## config.mk

```make
export PLATFORM = sky130hd
export DESIGN_NAME = pwd_mem_arbiter
export DESIGN_NICKNAME = d
export VERILOG_FILES = /design/src/rtl/pwd_mem_arbiter.sv
export SDC_FILE = /design/constraint.sdc
export NUM_CORES = 1
export LEC_CHECK = 0
export ABC_AREA = 1
export ABC_CLOCK_PERIOD_IN_PS = 3700
export BUFFER_PORTS_ARGS = -buffer_cell sky130_fd_sc_hd__buf_2
export CORE_UTILIZATION = 49
export DETAILED_ROUTE_END_ITERATION = 16
export GPL_ROUTABILITY_DRIVEN = 0
export PLACE_DENSITY = 0.82
export SETUP_SLACK_MARGIN = 0.1
export SYNTH_ARGS = -nofsm -noshare
export SYNTH_HDL_FRONTEND = slang
export SYNTH_SLANG_ARGS = --single-unit
```

## constraint.sdc

```tcl
create_clock -name clk -period 3.7 [get_ports clk]
set_input_delay 0.37 -clock clk [delete_from_list [all_inputs] [get_ports clk]]
set_output_delay 0.37 -clock clk [all_outputs]
set_load 0.05 [all_outputs]
```

## src/rtl/pwd_mem_arbiter.sv

```systemverilog
// pwd_mem_arbiter: round-robin arbiter sharing the password RAM between loader and user FSM
module pwd_mem_arbiter #(
  parameter int ADDR_W     = 16,
  parameter int DATA_W     = 16,
  parameter int RD_LAT     = 2,
  parameter int PROT_LIMIT = 4
) (
  input  logic              clk,
  input  logic              rst,
  input  logic [1:0]        req,
  input  logic [1:0]        we,
  input  logic [ADDR_W-1:0] addr0,
  input  logic [ADDR_W-1:0] addr1,
  input  logic [DATA_W-1:0] wdata0,
  input  logic [DATA_W-1:0] wdata1,
  output logic [1:0]        ack,
  output logic              err,
  output logic [DATA_W-1:0] rdata,
  output logic              busy,
  output logic [ADDR_W-1:0] mem_addr,
  output logic              mem_wren,
  output logic [DATA_W-1:0] mem_data,
  input  logic [DATA_W-1:0] mem_q
);
  localparam int CW = (RD_LAT > 1) ? $clog2(RD_LAT) : 1;
  typedef enum logic [1:0] {IDLE, ISSUE, WAIT, DONE} state_t;
  state_t            state, state_n;
  logic [CW-1:0]     cnt, cnt_n;
  logic              win, win_n, l_we, l_we_n, rej, rej_n, last_grant, last_grant_n, g;
  logic [1:0]        ack_n;
  logic              err_n, busy_n, mem_wren_n;
  logic [DATA_W-1:0] rdata_n, mem_data_n, g_wdata;
  logic [ADDR_W-1:0] mem_addr_n, g_addr;
  // next state and next registered outputs; RAM controls are set one edge early so they appear in ISSUE
  always_comb begin
    g = &req ? ~last_grant : req[1];
    g_addr = g ? addr1 : addr0;
    g_wdata = g ? wdata1 : wdata0;
    state_n = state;
    cnt_n = cnt;
    win_n = win;
    l_we_n = l_we;
    rej_n = rej;
    last_grant_n = last_grant;
    ack_n = '0;
    err_n = 1'b0;
    rdata_n = rdata;
    mem_addr_n = mem_addr;
    mem_wren_n = 1'b0;
    mem_data_n = mem_data;
    case (state)
      IDLE: if (|req) begin
        state_n = ISSUE;
        win_n = g;
        l_we_n = we[g];
        rej_n = g & we[g] & (addr1 < ADDR_W'(PROT_LIMIT));
        mem_addr_n = g_addr;
        mem_wren_n = we[g] & ~rej_n;
        mem_data_n = mem_wren_n ? g_wdata : mem_data;
      end
      ISSUE: if (l_we) begin
        state_n = DONE;
        ack_n[win] = 1'b1;
        err_n = rej;
      end else begin
        state_n = WAIT;
        cnt_n = CW'(RD_LAT - 1);
      end
      WAIT: begin
        cnt_n = cnt - 1'b1;
        if (cnt == '0) begin
          state_n = DONE;
          rdata_n = mem_q;
          ack_n[win] = 1'b1;
        end
      end
      default: begin
        state_n = IDLE;
        last_grant_n = win;
      end
    endcase
    busy_n = state_n != IDLE;
  end
  // state and output registers; reset aborts any transaction in flight
  always_ff @(posedge clk) begin
    if (rst) begin
      state <= IDLE;
      cnt <= '0;
      win <= 1'b0;
      l_we <= 1'b0;
      rej <= 1'b0;
      last_grant <= 1'b1;
      ack <= '0;
      err <= 1'b0;
      rdata <= '0;
      busy <= 1'b0;
      mem_addr <= '0;
      mem_wren <= 1'b0;
      mem_data <= '0;
    end else begin
      state <= state_n;
      cnt <= cnt_n;
      win <= win_n;
      l_we <= l_we_n;
      rej <= rej_n;
      last_grant <= last_grant_n;
      ack <= ack_n;
      err <= err_n;
      rdata <= rdata_n;
      busy <= busy_n;
      mem_addr <= mem_addr_n;
      mem_wren <= mem_wren_n;
      mem_data <= mem_data_n;
    end
  end
endmodule

```

Yosys cells after proc, flatten, opt, wreduce, memory -nomap -nowiden --
Index checks and enable logic that the tools add are counted. Widths: inputs -> output; s select.
Operators by class: muxes and demuxes 16, reduce and logical (&&, ||, !) cells 13, add/subtract/negate cells 1, bitwise operators 10, equal/unequal tests 3, order comparisons 4
Operator list (count):
- $mux 16 | 2
- $lt 16x3->1 const B | 1
- $reduce_or 3->1 | 3
- $mux 2 | 4
- $reduce_and 2->1 | 4
- $not 1->1 | 7
- $mux 1 | 6
- $pmux 2 s3 | 1
- $lt 1x2->1 const B | 2
- $pmux 2 s2 | 1
- $reduce_bool 2->1 | 2
- $and 1x1->1 | 3
- $reduce_and 3->1 | 1
- $eq 2x1->1 const B | 1
- $eq 2x2->1 const B | 1
- $logic_not 2->1 | 1
- $ne 2x2->1 const B | 1
- $pmux 1 s2 | 1
- $reduce_or 2->1 | 1
- $demux 1 s1 | 1
- $ge 1x1->1 const B | 1
- $logic_and 1x1->1 | 1
- $sub 1x1->1 const B | 1
Storage, ports and cells: bits of input ports 86, register bits after elaboration 60, word-level logic and storage cells 60, output and inout port bits 53

Logic depth before layout (Yosys ltp) --
depth in word-level cells 9, depth in mapped cells 10, gate-level depth less buffers 9

Worst setup path after synthesis --
Ideal clock, no wire load.
path kind reg2reg, start register state[0], end register rdata[10], arrival time 1329 ps, period minus slack after synthesis 1445 ps, required time 3584 ps, library setup time 116 ps, cell stages (with the launch flop) 9, setup slack 2255 ps, buffers on the path 1, cell sequence dfxtp_1 > inv_1 > ha_1 > inv_1 > nor2_2 > inv_1 > clkbuf_1 > nor2_1 > nor2_1
Between the ends: cells in the longest elaborated chain, start to end 2
RTL lines:
- from (decl) | RTL line 27 | state_t state, state_n;
- from (signal assigned) | RTL line 101 | state <= state_n;
- $eq 2x2->1 | RTL line 51 | case (state)
- $reduce_and 2->1 (no line)
- to (signal assigned) | RTL line 109 | rdata <= rdata_n;
- to (decl) | RTL line 18 | output logic [DATA_W-1:0] rdata,
Every way passes these cells. A chain may end at the register's enable or synchronous reset.

Final worst setup path --
start register last_grant, end register mem_data[9]
Between the ends: cells in the longest elaborated chain, start to end 9, elaborated cells on any way between the ends 10, those cells by class mux (4); bitwise (5); reduce/logical (1)
RTL lines:
- from (decl) | RTL line 29 | logic win, win_n, l_we, l_we_n, rej, rej_n, last_grant, last_grant_n, g;
- from (signal assigned) | RTL line 106 | last_grant <= last_grant_n;
- $not 1->1 (*) | RTL line 36 | g = &req ? ~last_grant : req[1];
- $mux 1 (*) | RTL line 36
- $mux 1 (implied by the code) (2 in series) | RTL line 56, 58
- $and 1x1->1 (2 in series) | RTL line 56 | rej_n = g & we[g] & (addr1 < ADDR_W'(PROT_LIMIT));
- $not 1->1 | RTL line 58 | mem_wren_n = we[g] & ~rej_n;
- $and 1x1->1 | RTL line 58
- $reduce_and 3->1 (no line)
- to (signal assigned) | RTL line 113 | mem_data <= mem_data_n;
- to (decl) | RTL line 22 | output logic [DATA_W-1:0] mem_data,
Every way passes the cells marked *; elsewhere a longest branch is shown, timed or not. The select of a mux whose other input is x is not followed.

==> flow_metrics.env <==
export IMPL_status="completed"
export IMPL_syn2layout_area_growth_pct=30.4
export IMPL_synth_xor_area_share_pct=0
export IMPL_rsz0062_at_grt="false"
export IMPL_setup_tns_ns=0
export IMPL_synth_compound_area_share_pct=15.6
export IMPL_core_area_um2=5240
export IMPL_p_leak_nw=1.94
export IMPL_p_switching_mw=1.43
export IMPL_fmax_ghz=0.470
export IMPL_ff_latch_area_um2=1200
export IMPL_first_iter_violations=128
export IMPL_ys_seq_area_share_pct=43.9
export IMPL_endpoint_kind="flop"
export IMPL_gr_total_overflow=0
export IMPL_dr_pass1_iters=4
export IMPL_num_rows=26
export IMPL_yosys_warnings=0
export IMPL_avgRoutedWirePerCell_um=12.1
export IMPL_synth_mux_area_share_pct=0
export IMPL_p_int_mw=1.50
export IMPL_avgViaCountPerCell=4.92
export IMPL_totalWireLength_mm=7.20
export IMPL_synth_edf_count=0
export IMPL_synthAdderAreaFrac_pct=2.29
export IMPL_multi_input_area_um2=1280
export IMPL_fin_crit_ns=2.13
export IMPL_p_clk_share_pct=18.3
export IMPL_synth_top_family_by_area="simple AND/OR/NAND/NOR gates"
export IMPL_grt_pass1_wl_mm=11.8
export IMPL_drive_gt1_share_pct=30.4
export IMPL_cp_arrival_ns=2.35
export IMPL_finalSetupViolCount=0
export IMPL_slew_headroom_pct=41.9
export IMPL_clkSinkCount=60
export IMPL_netlist_instances=394
export IMPL_post_cts_buffers=0
export IMPL_postLayoutCellArea_um2=3570
export IMPL_path_max_fanout=34
export IMPL_num_fill_cells=487
export IMPL_period_share_pct=57.5
export IMPL_ir_drop_mv=0.489
export IMPL_hold_viol=0
export IMPL_die_w_um=76.7
export IMPL_grt_pass1_vias=2770
export IMPL_final_common_cell="buf_2"
export IMPL_mostFrequentLayoutCells="buf_2 (138), nand2_1 (108), nor2_1 (66)"
export IMPL_pin_count=139
export IMPL_grt_max_degree=36
export IMPL_fin_cells=597
export IMPL_antenna_found_initial=0
export IMPL_cts_tree="built"
export IMPL_reg2reg_slack_ns=1.57
export IMPL_crit_required_ns=3.92
export IMPL_clockBufferDepth=2
export IMPL_cts_buffers_inserted=9
export IMPL_hold_class="input port to flop"
export IMPL_critPathLaunchType="flop"
export IMPL_tightest_slew_ns=0.871
export IMPL_synthSimpleGateAreaFrac_pct=29.0
export IMPL_combPwrFrac_pct=48.9
export IMPL_synth_net_count=485
export IMPL_skew_ns=0.00587
export IMPL_synthDistinctLibCells=24
export IMPL_cts_root_buf="clkbuf_8"
export IMPL_whs_ns=0.258
export IMPL_diodes=0
export IMPL_cts_max_level=3
export IMPL_cap_violations=0
export IMPL_syn_cell_area_um2=2740
export IMPL_synth_seq_cells=60
export IMPL_fp_dieH_um=76.7
export IMPL_drc_errors=0
export IMPL_clk_pin_slew_ns=0.06
export IMPL_p_sw_share_pct=48.8
export IMPL_initial_core_util_pct=52.2
export IMPL_track_usage_pct=25.5
export IMPL_final_net_count=613
export IMPL_clk_latency_ns=0.33
export IMPL_drv_slew=0
export IMPL_synth_top_flop_cell="dfxtp_1"
export IMPL_seq_power_share_pct=32.8
export IMPL_port_buffers=138
export IMPL_async_flop_share_pct=0
export IMPL_ant_nets=0
export IMPL_power_total_mw=2.93
export IMPL_cts_resized=0
export IMPL_cts_hold_buf=0
export IMPL_dp_cells=581
export IMPL_dp_final_hpwl_mm=5.03
export IMPL_placedInstanceArea_um2=3380
export IMPL_crit_type="flop to flop"
export IMPL_p_per_area_nw_per_um2=821
export IMPL_die_area_um2=5880
export IMPL_avgSynthCellArea_um2=6.94
export IMPL_num_vias=2939
state kept, by name, summed over array words and instances, names as in the netlist:
name and count:
mem_addr 16, mem_data 16, rdata 16, ack 2, state 2, busy 1, cnt 1, err 1
l_we 1, last_grant 1, mem_wren 1, rej 1, win 1
worst max-delay path, stage by stage (launching register included):
cell	delay, ns
dfxtp_1	0.33
nand2_1	0.08
nand2_2	0.49
nand2_2	0.12
a21oi_4	0.65
nand3_1	0.17
nand2_1	0.11
nor2_1	0.06
power groups by stage:
stage	registers, mW	clock network (mW)	logic, mW
global route	0.984	0.577	1.55
detailed placement	0.964	0	1.43
floorplan	1.57	0	0.512
finish	0.960	0.536	1.43
CTS	0.958	0.550	1.43
global placement	0.960	0	1.41
path summary, 6_finish.rpt:
check,from,end,cells past startpoint
setup / recovery,last_grant,mem_data[9],7
hold / removal,mem_q[10],rdata[10],3
setup reg to reg,last_grant,mem_data[9],7
hold reg to reg,rej,err,2
area by class of cell:
cell class / instances / share of cell area, %
inverters: 28 / 2.95
clock buffers: 15 / 4.95
multi-input cells: 283 / 36.0
flip-flops and latches: 60 / 33.7
well taps: 70 / 2.46
repair buffers: 140 / 19.8
clock inverters: 1 / 0.140
metrics by stage:
stage / setup slack (ns) / util (%)
floorplan: 2.25 / -
global placement: 1.49 / 64.6
detailed placement: 1.43 / 64.6
CTS: 1.56 / 68.1
global route: 1.33 / 68.1
finish: 1.57 / 68.1
cells by family after synthesis:
logic type	count (synthesis)
AO/OA/AOI/OAI	78
adder cells (fa/ha/maj)	5
buffers and inverters	51
flip-flops	60
AND/OR/NAND/NOR	200
cells in the mapped netlist (2+ instances only):
cell type	number	share of area, %
nand2_1	108	15
nor2_1	66	9.1
dfxtp_1	60	44
o21ai_0	37	6.8
inv_1	27	3.7
a21oi_1	22	4.0
nand3_1	20	3.7
a31oi_1	16	3.7
buf_2	6	1.1
clkbuf_1	6	0.82
buf_6	5	2.1
ha_1	5	2.3
buf_4	3	0.82
buf_1	2	0.27
nand2_2	2	0.46
metal layers:
layer  up-vias  track usage [%]  part of all wire [%]
met5         -                0                     0
met4         0             10.8                   1.5
met3        10             9.05                   7.6
met2        95             45.7                    51
met1      1317             26.8                    40
li1       1517                -                     -
No activity file was read; power rests on OpenSTA's default activity.
